File: src/rtl/turnstile_ctrl_p.sv
// Parametrised coin-operated turnstile: fare accumulation with saturating credit,
// unlock timeout, optional forced-push alarm and wrap-around pass/coin counters.
module turnstile_ctrl_p #(
    parameter int PRICE      = 2,
    parameter int CREDIT_MAX = 7,
    parameter int CNT_W      = 8,
    parameter int TIMEOUT    = 100,
    parameter int ALARM_EN   = 1,
    localparam int CW        = $clog2(CREDIT_MAX + 1),
    localparam int TW        = $clog2(TIMEOUT + 1)
) (
    input  logic             clk_i,
    input  logic             rst_i,
    input  logic             coin_i,
    input  logic             push_i,
    input  logic             clr_alarm_i,
    output logic             locked_o,
    output logic             unlocked_o,
    output logic             alarm_o,
    output logic             timeout_o,
    output logic [CW-1:0]    credit_o,
    output logic [CNT_W-1:0] pass_count_o,
    output logic [CNT_W-1:0] coin_count_o
);

    typedef enum logic [1:0] {
        LOCKED   = 2'd0,
        UNLOCKED = 2'd1,
        ALARM    = 2'd2
    } state_t;

    state_t        state;
    state_t        state_n;
    logic          coin_q;
    logic          push_q;
    logic          coin_ev;
    logic          push_ev;
    logic [CW-1:0] nc;
    logic [CW-1:0] credit_n;
    logic [TW-1:0] timer;
    logic [TW-1:0] timer_n;
    logic          pass_inc;
    logic          timeout_n;

    assign coin_ev = coin_i & ~coin_q;
    assign push_ev = push_i & ~push_q;

    // Credit after this cycle's coin; a coin beyond the limit is counted but not credited.
    always_comb begin
        nc = credit_o;
        if (coin_ev && (credit_o != CW'(CREDIT_MAX)))
            nc = credit_o + 1'b1;
    end

    always_comb begin
        state_n   = state;
        credit_n  = nc;
        timer_n   = timer;
        pass_inc  = 1'b0;
        timeout_n = 1'b0;
        case (state)
            LOCKED: begin
                if (nc >= CW'(PRICE)) begin
                    state_n  = UNLOCKED;
                    credit_n = nc - CW'(PRICE);
                    timer_n  = '0;
                end else if (push_ev && (ALARM_EN != 0)) begin
                    state_n = ALARM;
                end
            end
            UNLOCKED: begin
                if (push_ev) begin
                    pass_inc = 1'b1;
                    if (nc >= CW'(PRICE)) begin
                        credit_n = nc - CW'(PRICE);
                        timer_n  = '0;
                    end else begin
                        state_n = LOCKED;
                    end
                end else if (timer == TW'(TIMEOUT - 1)) begin
                    state_n   = LOCKED;
                    timeout_n = 1'b1;
                end else begin
                    timer_n = timer + 1'b1;
                end
            end
            ALARM: begin
                if (clr_alarm_i)
                    state_n = LOCKED;
            end
            default: state_n = LOCKED;
        endcase
    end

    // Edge registers reset high so an input held through reset produces no event.
    always_ff @(posedge clk_i) begin
        if (rst_i) begin
            state        <= LOCKED;
            coin_q       <= 1'b1;
            push_q       <= 1'b1;
            timer        <= '0;
            locked_o     <= 1'b1;
            unlocked_o   <= 1'b0;
            alarm_o      <= 1'b0;
            timeout_o    <= 1'b0;
            credit_o     <= '0;
            pass_count_o <= '0;
            coin_count_o <= '0;
        end else begin
            state      <= state_n;
            coin_q     <= coin_i;
            push_q     <= push_i;
            timer      <= timer_n;
            locked_o   <= (state_n != UNLOCKED);
            unlocked_o <= (state_n == UNLOCKED);
            alarm_o    <= (state_n == ALARM);
            timeout_o  <= timeout_n;
            credit_o   <= credit_n;
            if (pass_inc)
                pass_count_o <= pass_count_o + CNT_W'(1);
            if (coin_ev)
                coin_count_o <= coin_count_o + CNT_W'(1);
        end
    end

endmodule

File: config.mk
export PLATFORM = sky130hd
export DESIGN_NAME = turnstile_ctrl_p
export DESIGN_NICKNAME = d
export VERILOG_FILES = /design/src/rtl/turnstile_ctrl_p.sv
export SDC_FILE = /design/constraint.sdc
export NUM_CORES = 1
export LEC_CHECK = 0
export CAP_MARGIN = 10
export CORE_ASPECT_RATIO = 0.75
export CORE_MARGIN = 2
export CORE_UTILIZATION = 55
export DETAILED_ROUTE_END_ITERATION = 8
export MAX_ROUTING_LAYER = met4
export PLACE_DENSITY = 0.92
export SLEW_MARGIN = 20
export SYNTH_ARGS = -nofsm -noshare
export SYNTH_HDL_FRONTEND = slang
export SYNTH_SLANG_ARGS = --single-unit
File: constraint.sdc
create_clock -name clk_i -period 5.45 [get_ports clk_i]
set_input_delay 1.09 -clock clk_i [delete_from_list [all_inputs] [get_ports clk_i]]
set_output_delay 1.09 -clock clk_i [all_outputs]
set_load 0.05 [all_outputs]
# Yosys cells after proc, flatten, opt, wreduce, memory -nomap -nowiden
# Index checks and enable logic that the tools add are counted.
[word_totals]
wordCells = 53
input_bits = 5
regBits = 34
[op_classes]
n_bitwise = 5
magnitude_cmp = 1
eq_ne = 8
n_reduce_logical = 5
add_sub_neg = 5
n_mux = 18
[op_table]
columns = ["cell", "n"]
rows = [
  ["two-way mux 7 bit", 3],
  ["adder 8 x 1 -> 8 bit, second input constant", 2],
  ["case mux 7 bit (2 select lines)", 1],
  ["two-way mux 2 bit", 6],
  ["two-way mux 3 bit", 3],
  ["adder 7 x 1 -> 7 bit, second input constant", 1],
  ["equality test 7 bit, second input constant", 1],
  ["inequality test 3 bit, second input constant", 2],
  ["case mux 2 bit (3 select lines)", 1],
  ["case mux 3 bit (2 select lines)", 1],
  ["equality test 2 x 1 -> 1 bit, second input constant", 2],
  ["equality test 2 bit, second input constant", 2],
  ["adder 3 x 1 -> 3 bit, second input constant", 1],
  [">= comparator 3 x 2 -> 1 bit, second input constant", 1],
  ["two-way mux 1 bit", 3],
  ["NOT 1 bit", 3],
  ["OR reduction 3 bit", 1],
  ["subtractor 3 x 2 -> 3 bit, second input constant", 1],
  ["AND 1 bit", 2],
  ["logical NOT 2 bit", 1],
  ["inequality test 2 x 1 -> 1 bit, second input constant", 1],
  ["AND reduction 2 bit", 1],
  ["nonzero test 2 bit", 1],
  ["logical AND 1 bit", 1],
]

# Logic depth before layout (Yosys ltp)
[logic_depth]
ltp_word = 9
depth_mapped = 6
depth_no_buf = 6

# Worst setup path after synthesis
# Ideal clock, no wire load.
[synth_timing]
kind = "input-to-reg"
from = "input port coin_i"
to = "register credit_o[1]"
setup_slack_ns = 3.203
t_required_ns = 5.379
arrival_ns = 2.176
cell_stages = 4
setup_ns = 0.071
cell_sequence = "nor3b_4 > mux2_4 > or3_1 > a21oi_1"
[synth_via]
elab_chain_cells = 7
elab_cells_between_ends = 8
[synth_rtl]
columns = ["element", "line", "text"]
rows = [
  ["from (decl)", "14", "input logic coin_i,"],
  ["AND 1 bit (*)", "45", "assign coin_ev = coin_i & ~coin_q;"],
  ["logical AND 1 bit (*)", "51", "if (coin_ev && (credit_o != CW'(CREDIT_MAX)))"],
  ["two-way mux 3 bit (*)", "51", ""],
  ["subtractor 3 x 2 -> 3 bit or >= comparator 3 x 2 -> 1 bit (tied branches)", "--", ""],
  ["two-way mux 3 bit", "63, 74", ""],
  ["two-way mux 3 bit", "72", "if (push_ev) begin"],
  ["case mux 3 bit (2 select lines) (*)", "61", "case (state)"],
  ["to (signal assigned)", "118", "credit_o <= credit_n;"],
  ["to (decl)", "21", "output logic [CW-1:0] credit_o,"],
]
# Mark *: on every way between the ends. The rest lies on a longest branch, timed or not.
# A chain may end at the register's enable or synchronous reset.

==> metrics <==
top cell type by total area after synthesis=dfxtp_1; Ports=28; Worst-Skew Late Latency=0.29 ns; synth top area cells=dfxtp_1, xor2_1, nor2_1; die height=49.78 µm; startpoint class of the critical path=primary input; Die Area=between 3000 and 4000 µm²; Hold Crit Depth=2; number of global-route vias before repair=1242; Clk pwr share=0.402; Critical Path AT=3.07 ns; first-pass GRT wire length=5506 µm; Global Route Usage Sum=0.2332; CTS sink cnt=34; Pleak=0.7389 nW; PostCTS Resize Cnt=0; Initial DRC Count=67; Clock Path Buffers=2; register area share after synthesis=0.4430; starting density of the core=0.5814; final setup violation count=0; top cell type's share of synthesized area=0.4430; row cnt=16; 1st-pass router iterations=4; GR Overflow Total=0; Internal=0.0003640 W; Worst IR Drop VDD=0.0001651 V; fillers=212; Primary FF master, synth=dfxtp_1; antenna cell count=0; drc violations=0; Area Growth Syn to Fin=25.16%; minimum clock period=2.841 ns; Post-CTS Setup Bufs=0; routability cong.=0.8137; routed via count=1321; P_sw=approximately 0.00011 W; Mapped Area=1536 µm²; power share of the sequential group=0.539; post-detailed-route via-to-cell ratio=between 5 and 6; I/O Buffers=27; Max Cap Viol=0; kind of end point of the critical path=register; CTS Hold Buffers Added=0; EDFF count, synth=0; Core ar.=2643 µm²; commonest cells in the netlist=dfxtp_1, nor2_1, nand3_1, xor2_1; sw frac=0.2281; synthesized area per cell=9.312 µm²; CP max FO=31; Antenna Nets Post-Route=0; synth unique cells=37; Comb power frac=0.060; largest net degree at the start of global routing=32; wirelength, routed=3292 µm; clock buffer count from CTS=5; final net count=204; Die Width=65.03 µm; Pwr Density=245.2 nW/µm²; unrepaired setup endpoints after global routing=no; initial antenna violation count=0; CTS root buf=clkbuf_8; WL/cell=14.25 µm; reg2reg path depth=6; Yosys warning count=0; Syn Nets=around 180; #FFs+latches synth=34; min-delay worst type=register to register; Final Max Slew Viols=0; Mapped Cells=165; Post-DP HPWL=about 2400 µm; CP Data Required Time=5.68 ns; FFs w/ async S/R, synth=0; Worst Clk Skew=slightly above 0.006 ns; final hold viol count=0; Setup CP Type=primary input to register; H-tree lvl count=2; setup TNS=0 ns; fraction of layout cells with a size suffix above 1=0.09231; share of the core filled with cells=0.7277; worst slew pin tran=1.044 ns; Final Cycle Share=0.5213; Max-slew headroom=0.3019; clk slew on worst S/H paths=0.06 ns; count leader, synth=dfxtp_1; CTS tree=yes; outcome=complete, no violations; Max Clk Rate=352.0 MHz
==> per-stage QoR <==
stage	total power, W	cells	setup slack [ns]	area, µm²	hold slack [ns]
global route	0.0004931	231	2.516	1923	0.5420
detailed placement	0.0002873	223	2.326	1832	0.5105
global placement	0.0002859	223	2.373	1832	0.4856
finish	0.0004716	231	2.609	1923	0.5149
floorplan	0.0002777	165	3.203	1536	0.4726
CTS	0.0004748	231	2.612	1923	0.5204
==> worst max-delay path: stages <==
cell,delay (ns)
clkdlybuf4s50_1,0.95
or3_1,0.60
or3_1,0.36
nand3_1,0.07
==> final cells by class <==
| type | count | area (µm²) | area share |
|---|---|---|---|
| Clock buffer | 7 | 86.33 | 0.04489 |
| Clock inverter | 1 | 5.005 | 0.002602 |
| Inverter | 5 | 18.77 | 0.009759 |
| Multi-Input combinational cell | 121 | 817.0 | 0.4249 |
| Sequential cell | 34 | 680.7 | 0.3539 |
| Tap cell | 36 | 45.04 | 0.02342 |
| Timing Repair Buffer | 27 | 270.3 | 0.1405 |
==> metal layers <==
| layer | vias up | part of all wire | wire length, µm | track usage |
|---|---|---|---|---|
| met5 | - | 0 | 0 | - |
| met4 | 0 | 0.017 | 57 | 0.07639 |
| met3 | 7 | 0.053 | 174 | 0.08219 |
| met2 | 46 | 0.50 | 1662 | 0.4038 |
| met1 | 627 | 0.42 | 1399 | 0.2504 |
| li1 | 641 | - | - | - |
==> flip-flops by register name, indices dropped and copies added (netlist names) <==
signal        count
coin_count_o      8
pass_count_o      8
timer             7
credit_o          3
state             2
alarm_o           1
coin_q            1
locked_o          1
push_q            1
timeout_o         1
unlocked_o        1
==> power by group through the flow <==
stage	Clock (W)	Combinational [W]	Sequential [W]
final	0.000189	0.0000281	0.000254
after global routing	0.000209	0.0000297	0.000254
after CTS	0.000193	0.0000282	0.000254
after detailed placement	0	0.0000278	0.000260
after global placement	0	0.0000266	0.000259
after floorplan	0	0.0000133	0.000264
==> cells in the final DEF (no fill, tap or decap), drive strengths merged, types with 3 or more instances in the layout <==
cell type / n
dfxtp: 34
o21ai: 5
nand3: 12
and2: 6
clkbuf: 7
clkdlybuf4s50: 27
nor2: 25
xor2: 12
xnor2: 3
ha: 5
nand4: 6
inv: 5
or3: 5
nor3: 4
nand2: 5
mux2i: 3
and3: 6
==> path summary, 6_finish.rpt <==
path	startpoint	end	slack, ns
setup reg to reg	credit_o[0]	credit_o[1]	3.40
setup / recovery	rst_i	timer[6]	2.61
hold / removal	timer[0]	timer[0]	0.51
hold reg to reg	timer[0]	timer[0]	0.51
==> kinds of logic after synthesis <==
kind of cell | share of synthesized area
and+or+nand+nor | 0.2793
muxes | 0.03909
buffers and inverters | 0.02524
DFF | 0.4430
xor gates and xnor gates | 0.08551
adders and majority gates | 0.04072
AOI/OAI and AO/OA | 0.08714
Note: power is estimated with default switching activity, not from simulation.
==> RTL edit 1, RTL diff (config.mk and constraints unchanged) <==
The parameter `CNT_W` goes from 8 to 10.
--- a/src/rtl/turnstile_ctrl_p.sv
+++ b/src/rtl/turnstile_ctrl_p.sv
@@ -5,3 +5,3 @@
     parameter int CREDIT_MAX = 7,
-    parameter int CNT_W      = 8,
+    parameter int CNT_W      = 10,
     parameter int TIMEOUT    = 100,
Ports: changed (resized coin_count_o and pass_count_o); port bits go from 28 to 32. No check against the original RTL was run, so the function may have changed too.
==> RTL edit 1 against the original RTL <==
  * Sequential cell count is 4 higher
  * Worst setup slack worse by 0.021 ns
  * Routed wire length is 5.5% higher
  * Utilization is 0.67 points lower
  * Total power is 4.6% higher
  * Area after synthesis is 13% higher
  * Die area is 12% higher
  * Design area is 12% higher
  * Via count is 9.8% higher
  * Synthesized cell count is 12% higher
==> RTL edit 1: results <==
{
  "portBuffers": 31,
  "nets": 228,
  "skew_ns": 0.00938,
  "worstHoldEndpoint": "pass_count_o[9]",
  "use_met1": 0.293,
  "drtPass1Iterations": 4,
  "arrival_ns": 3.01,
  "status": "finished, final reports clean",
  "ys_seq_area_frac": 0.440,
  "post_drt_wl_per_cell_um": 13.6,
  "postPlaceCellArea_um2": 2070,
  "ff2ff_setup_slack_ns": 3.18,
  "cp_top_family": "compound AO/OA/AOI/OAI gates",
  "drive_above_1_share": 0.0872,
  "grt_pass1_wl_um": 5510,
  "synth_area_leaders": "dfxtp_1 44%, xor2_1 5.1%, nor2_1 4.8%",
  "drt_iter0_drc": 106,
  "syn-num-nets": 195,
  "rr_endpoint": "timer[1]",
  "critPathMaxFanout": 8,
  "reg.largest.list": "coin_count_o x10, pass_count_o x10, timer x7",
  "dp_hpwl_um": 2410,
  "p_leak_uw": 0.000746,
  "met3_usage": 0.0645,
  "grtUsageMet2": 0.309,
  "ys_top_cells_by_count": "38 x dfxtp_1, 22 x nor2_1, 11 x a21oi_1",
  "synth_cell_types": 42,
  "vias": 1450,
  "vdd_drop_max_mv": 0.212,
  "min-delay-start": "pass_count_o[9]",
  "max_stage_delay_ns": 0.53,
  "antenna-diode-count": 0,
  "gp_congestion": 0.852,
  "grt_util_all_layers": 0.219,
  "r2r_start": "credit_o[1]",
  "whs_ns": 0.486,
  "fillCellCount": 219,
  "grt_pass1_vias": 1211,
  "critical_path.startpoint": "coin_i"
}
-- RTL edit 1: changes by cell type after synthesis, moves of 3 or more --
cell	before	now
and2_1	6	2
or2_2	2	5
nor2_1	25	22
nor3_1	4	7
a21oi_1	2	11
nand3_1	12	7
nor2b_1	2	6
dfxtp_1	34	38
-- RTL edit 1: power by group --
group | leakage [uW] | internal [uW] | total [uW] | switching, uW
Clock | 0.0000438 | 85.8 | 182 | 96.0
Sequential | 0.000307 | 280 | 284 | 3.55
Combinational | 0.000396 | 11.8 | 27.8 | 16.0
-- RTL edit 1: cell families after synthesis --
logic type      share of synthesized area
simple gates                        0.289
flops                               0.440
compound gates                      0.108
xor+xnor                           0.0759
buf+inv                            0.0224
mux                                0.0296
fa+ha+maj                          0.0362
-- RTL edit 1: routing by layer --
metal  up-vias  wire length [um]  share of wire
li1        724                 -              -
met1       680              1730           0.50
met2        39              1500           0.43
met3         7               187          0.054
met4         0                55          0.016
met5         -                 0              0
-- RTL edit 1: metrics by stage --
stage,std cells,setup WS (ns),utilization
global placement,249,2.40,0.695
global route,256,2.46,0.721
CTS,256,2.60,0.721
floorplan,185,3.07,-
finish,256,2.59,0.721
detailed placement,249,2.30,0.695
-- RTL edit 1: worst max-delay path by stage --
stage,to,slack [ns],depth (start not counted)
2_1_floorplan,timer[1],3.07,4
3_3_place_gp,timer[1],2.40,5
3_5_place_dp,timer[1],2.30,5
4_1_cts,timer[1],2.60,5
5_1_grt,timer[2],2.46,5
6_report,timer[1],2.59,5
-- RTL edit 1: area by class of cell --
type	count	area, um^2	area share
well taps	38	47.5	0.0221
flip-flops and latches	38	761	0.354
multi-input cells	138	931	0.434
clock inverters	2	10.0	0.00466
repair buffers	32	318	0.148
clock buffers	5	68.8	0.0321
inverters	3	11.3	0.00524
==> RTL edit 2, RTL diff (config.mk and constraints unchanged) <==
Without the edit above. Register the output `coin_count_o` once more, cleared by the reset; this adds one clock of latency there. The other outputs are not delayed to match.
--- a/src/rtl/turnstile_ctrl_p.sv
+++ b/src/rtl/turnstile_ctrl_p.sv
@@ -30,2 +30,4 @@
     } state_t;
+
+    logic [CNT_W-1:0] coin_count_s0;
 
@@ -107,3 +109,3 @@
             pass_count_o <= '0;
-            coin_count_o <= '0;
+            coin_count_s0 <= '0;
         end else begin
@@ -121,3 +123,11 @@
             if (coin_ev)
-                coin_count_o <= coin_count_o + CNT_W'(1);
+                coin_count_s0 <= coin_count_s0 + CNT_W'(1);
+        end
+    end
+
+    always_ff @(posedge clk_i) begin
+        if (rst_i) begin
+            coin_count_o <= '0;
+        end else begin
+            coin_count_o <= coin_count_s0;
         end
Behaviour: not the same (Yosys sat finds a counterexample within 4 cycles, from zero or initial values and one cycle with rst_i high).
==> RTL edit 2 against the original RTL <==
  * Non-clock buffer count increased by 2
  * Count of clock-buffer cells in the layout unchanged
  * Worst setup slack improved by 0.13 ns
  * Routed wire length increased by 4.7%
  * Cell count increased by 6.9%
  * Design area increased by 12%
  * Largest cell class unchanged
  * Total power increased by 16%
  * Sequential cell count increased by 8
  * Area after synthesis increased by 14%
==> RTL edit 2: results <==
{
  "grtUsageMet2": 0.357,
  "reg.largest.list": "coin_count_o x8, coin_count_s0 x8, pass_count_o x8",
  "grt_pass1_wl_um": 5650,
  "crit_slowest_cell": "mux2i_1",
  "dp_hpwl_um": 2370,
  "clock_insertion_delay_worst_skew_ns": 0.29,
  "drtPass1Iterations": 5,
  "pre_cts_slack_ns": 2.43,
  "numCtsBuffers": 5,
  "grt_util_all_layers": 0.205,
  "drt_iter0_drc": 83,
  "cts-root-buf": "clkbuf_8",
  "syn-num-nets": 188,
  "synth_area_leaders": "dfxtp_1 48%, xor2_1 6.0%, nor2_1 4.9%",
  "synth_cell_types": 37,
  "status": "finished, final reports clean",
  "p_sw_uw": 122,
  "post_cts_buffers": 0,
  "cp_top_family": "multiplexers",
  "min_path_cells": 1,
  "vias": 1381,
  "worst-slew-pin-transition_ns": 0.706,
  "finalWirelength_um": 3450,
  "gp_congestion": 0.794,
  "rr_endpoint": "timer[5]",
  "antenna-diode-count": 0,
  "ys_top_cells_by_count": "42 x dfxtp_1, 23 x nor2_1, 13 x nor2b_1",
  "htree_levels": 2,
  "ff2ff_path_depth": 6,
  "use_met1": 0.228,
  "portBuffers": 27,
  "ff2ff_setup_slack_ns": 3.25,
  "p_leak_uw": 0.000866,
  "cts_buffer_depth": 2,
  "min-delay-start": "coin_count_s0[7]",
  "met3_usage": 0.0610,
  "nets": 218,
  "ys.flop_type": "dfxtp_1",
  "critPathMaxFanout": 5,
  "cts.clk_slew.worst_paths_ns": 0.08,
  "antenna_found_initial": 0,
  "postPlaceCellArea_um2": 2060,
  "grt_pass1_vias": 1332,
  "max_stage_delay_ns": 0.50,
  "drive_above_1_share": 0.0766,
  "ys_seq_area_frac": 0.479,
  "fillCellCount": 209,
  "worstHoldEndpoint": "coin_count_o[7]",
  "grt_max_degree": 42,
  "skew_ns": 0.00399,
  "whs_ns": 0.497,
  "r2r_start": "credit_o[1]",
  "vdd_drop_max_mv": 0.178
}
==> RTL edit 2: cell count changes in the layout (fill, tap and decap cells not counted), moves of 5 or more <==
cell	change
dfxtp_1	+8
nor2b_1	+11
or3_1	-5
nand2b_1	+5
nand3_1	-10
==> RTL edit 2: stage by stage <==
stage,cells,total power (uW)
2_1_floorplan,178,339
3_5_place_dp,239,349
6_report,247,545
3_3_place_gp,239,347
4_1_cts,247,548
5_1_grt,247,564
==> RTL edit 2: layout make-up <==
type	instances	area, um^2	area share
clock buffer	7	86.3	0.0400
clock inverter	1	5.00	0.00232
inverter	1	3.75	0.00174
multi-input combinational	129	887	0.411
sequential	42	841	0.390
tap	38	47.5	0.0221
timing repair buffer	29	285	0.132
==> RTL edit 2: logic make-up (layout without fill, tap and decap cells) <==
group	after synthesis	in the layout	synth area share
AOI/OAI and AO/OA	19	19	0.0948
xor gates and xnor gates	15	15	0.0748
adders and majority gates	5	5	0.0356
buffers and inverters	7	38	0.0157
DFF	42	42	0.479
muxes	6	6	0.0413
and+or+nand+nor	84	84	0.259
==> RTL edit 2: worst reg2reg max path: cells and delay by family, from the launching register on <==
family | cells | cell delay, ns
muxes | 1 | 0.50
AOI/OAI and AO/OA | 2 | 0.49
adders and majority gates | 2 | 0.41
DFF | 1 | 0.37
and+or+nand+nor | 1 | 0.33
==> RTL edit 2: metal layers <==
| metal | routed length (um) | up-vias |
|---|---|---|
| met5 | 0 | - |
| met4 | 12 | 0 |
| met3 | 198 | 4 |
| met2 | 1680 | 36 |
| met1 | 1560 | 661 |
| li1 | - | 680 |
==> RTL edit 2: power groups by stage <==
stage | registers, uW | logic [uW] | clock network (uW)
after floorplan | 324 | 15.3 | 0
after global routing | 313 | 31.4 | 220
after CTS | 313 | 29.1 | 206
after global placement | 319 | 28.0 | 0
final | 313 | 29.1 | 204
after detailed placement | 320 | 28.9 | 0
==> RTL edit 2: worst max-delay path by stage <==
stage	from	end	slack (ns)
floorplan	coin_i	timer[5]	3.10
CTS	coin_i	timer[6]	2.73
detailed placement	coin_i	timer[6]	2.43
finish	coin_i	timer[5]	2.74
global route	coin_i	timer[5]	2.61
global placement	coin_i	timer[6]	2.48
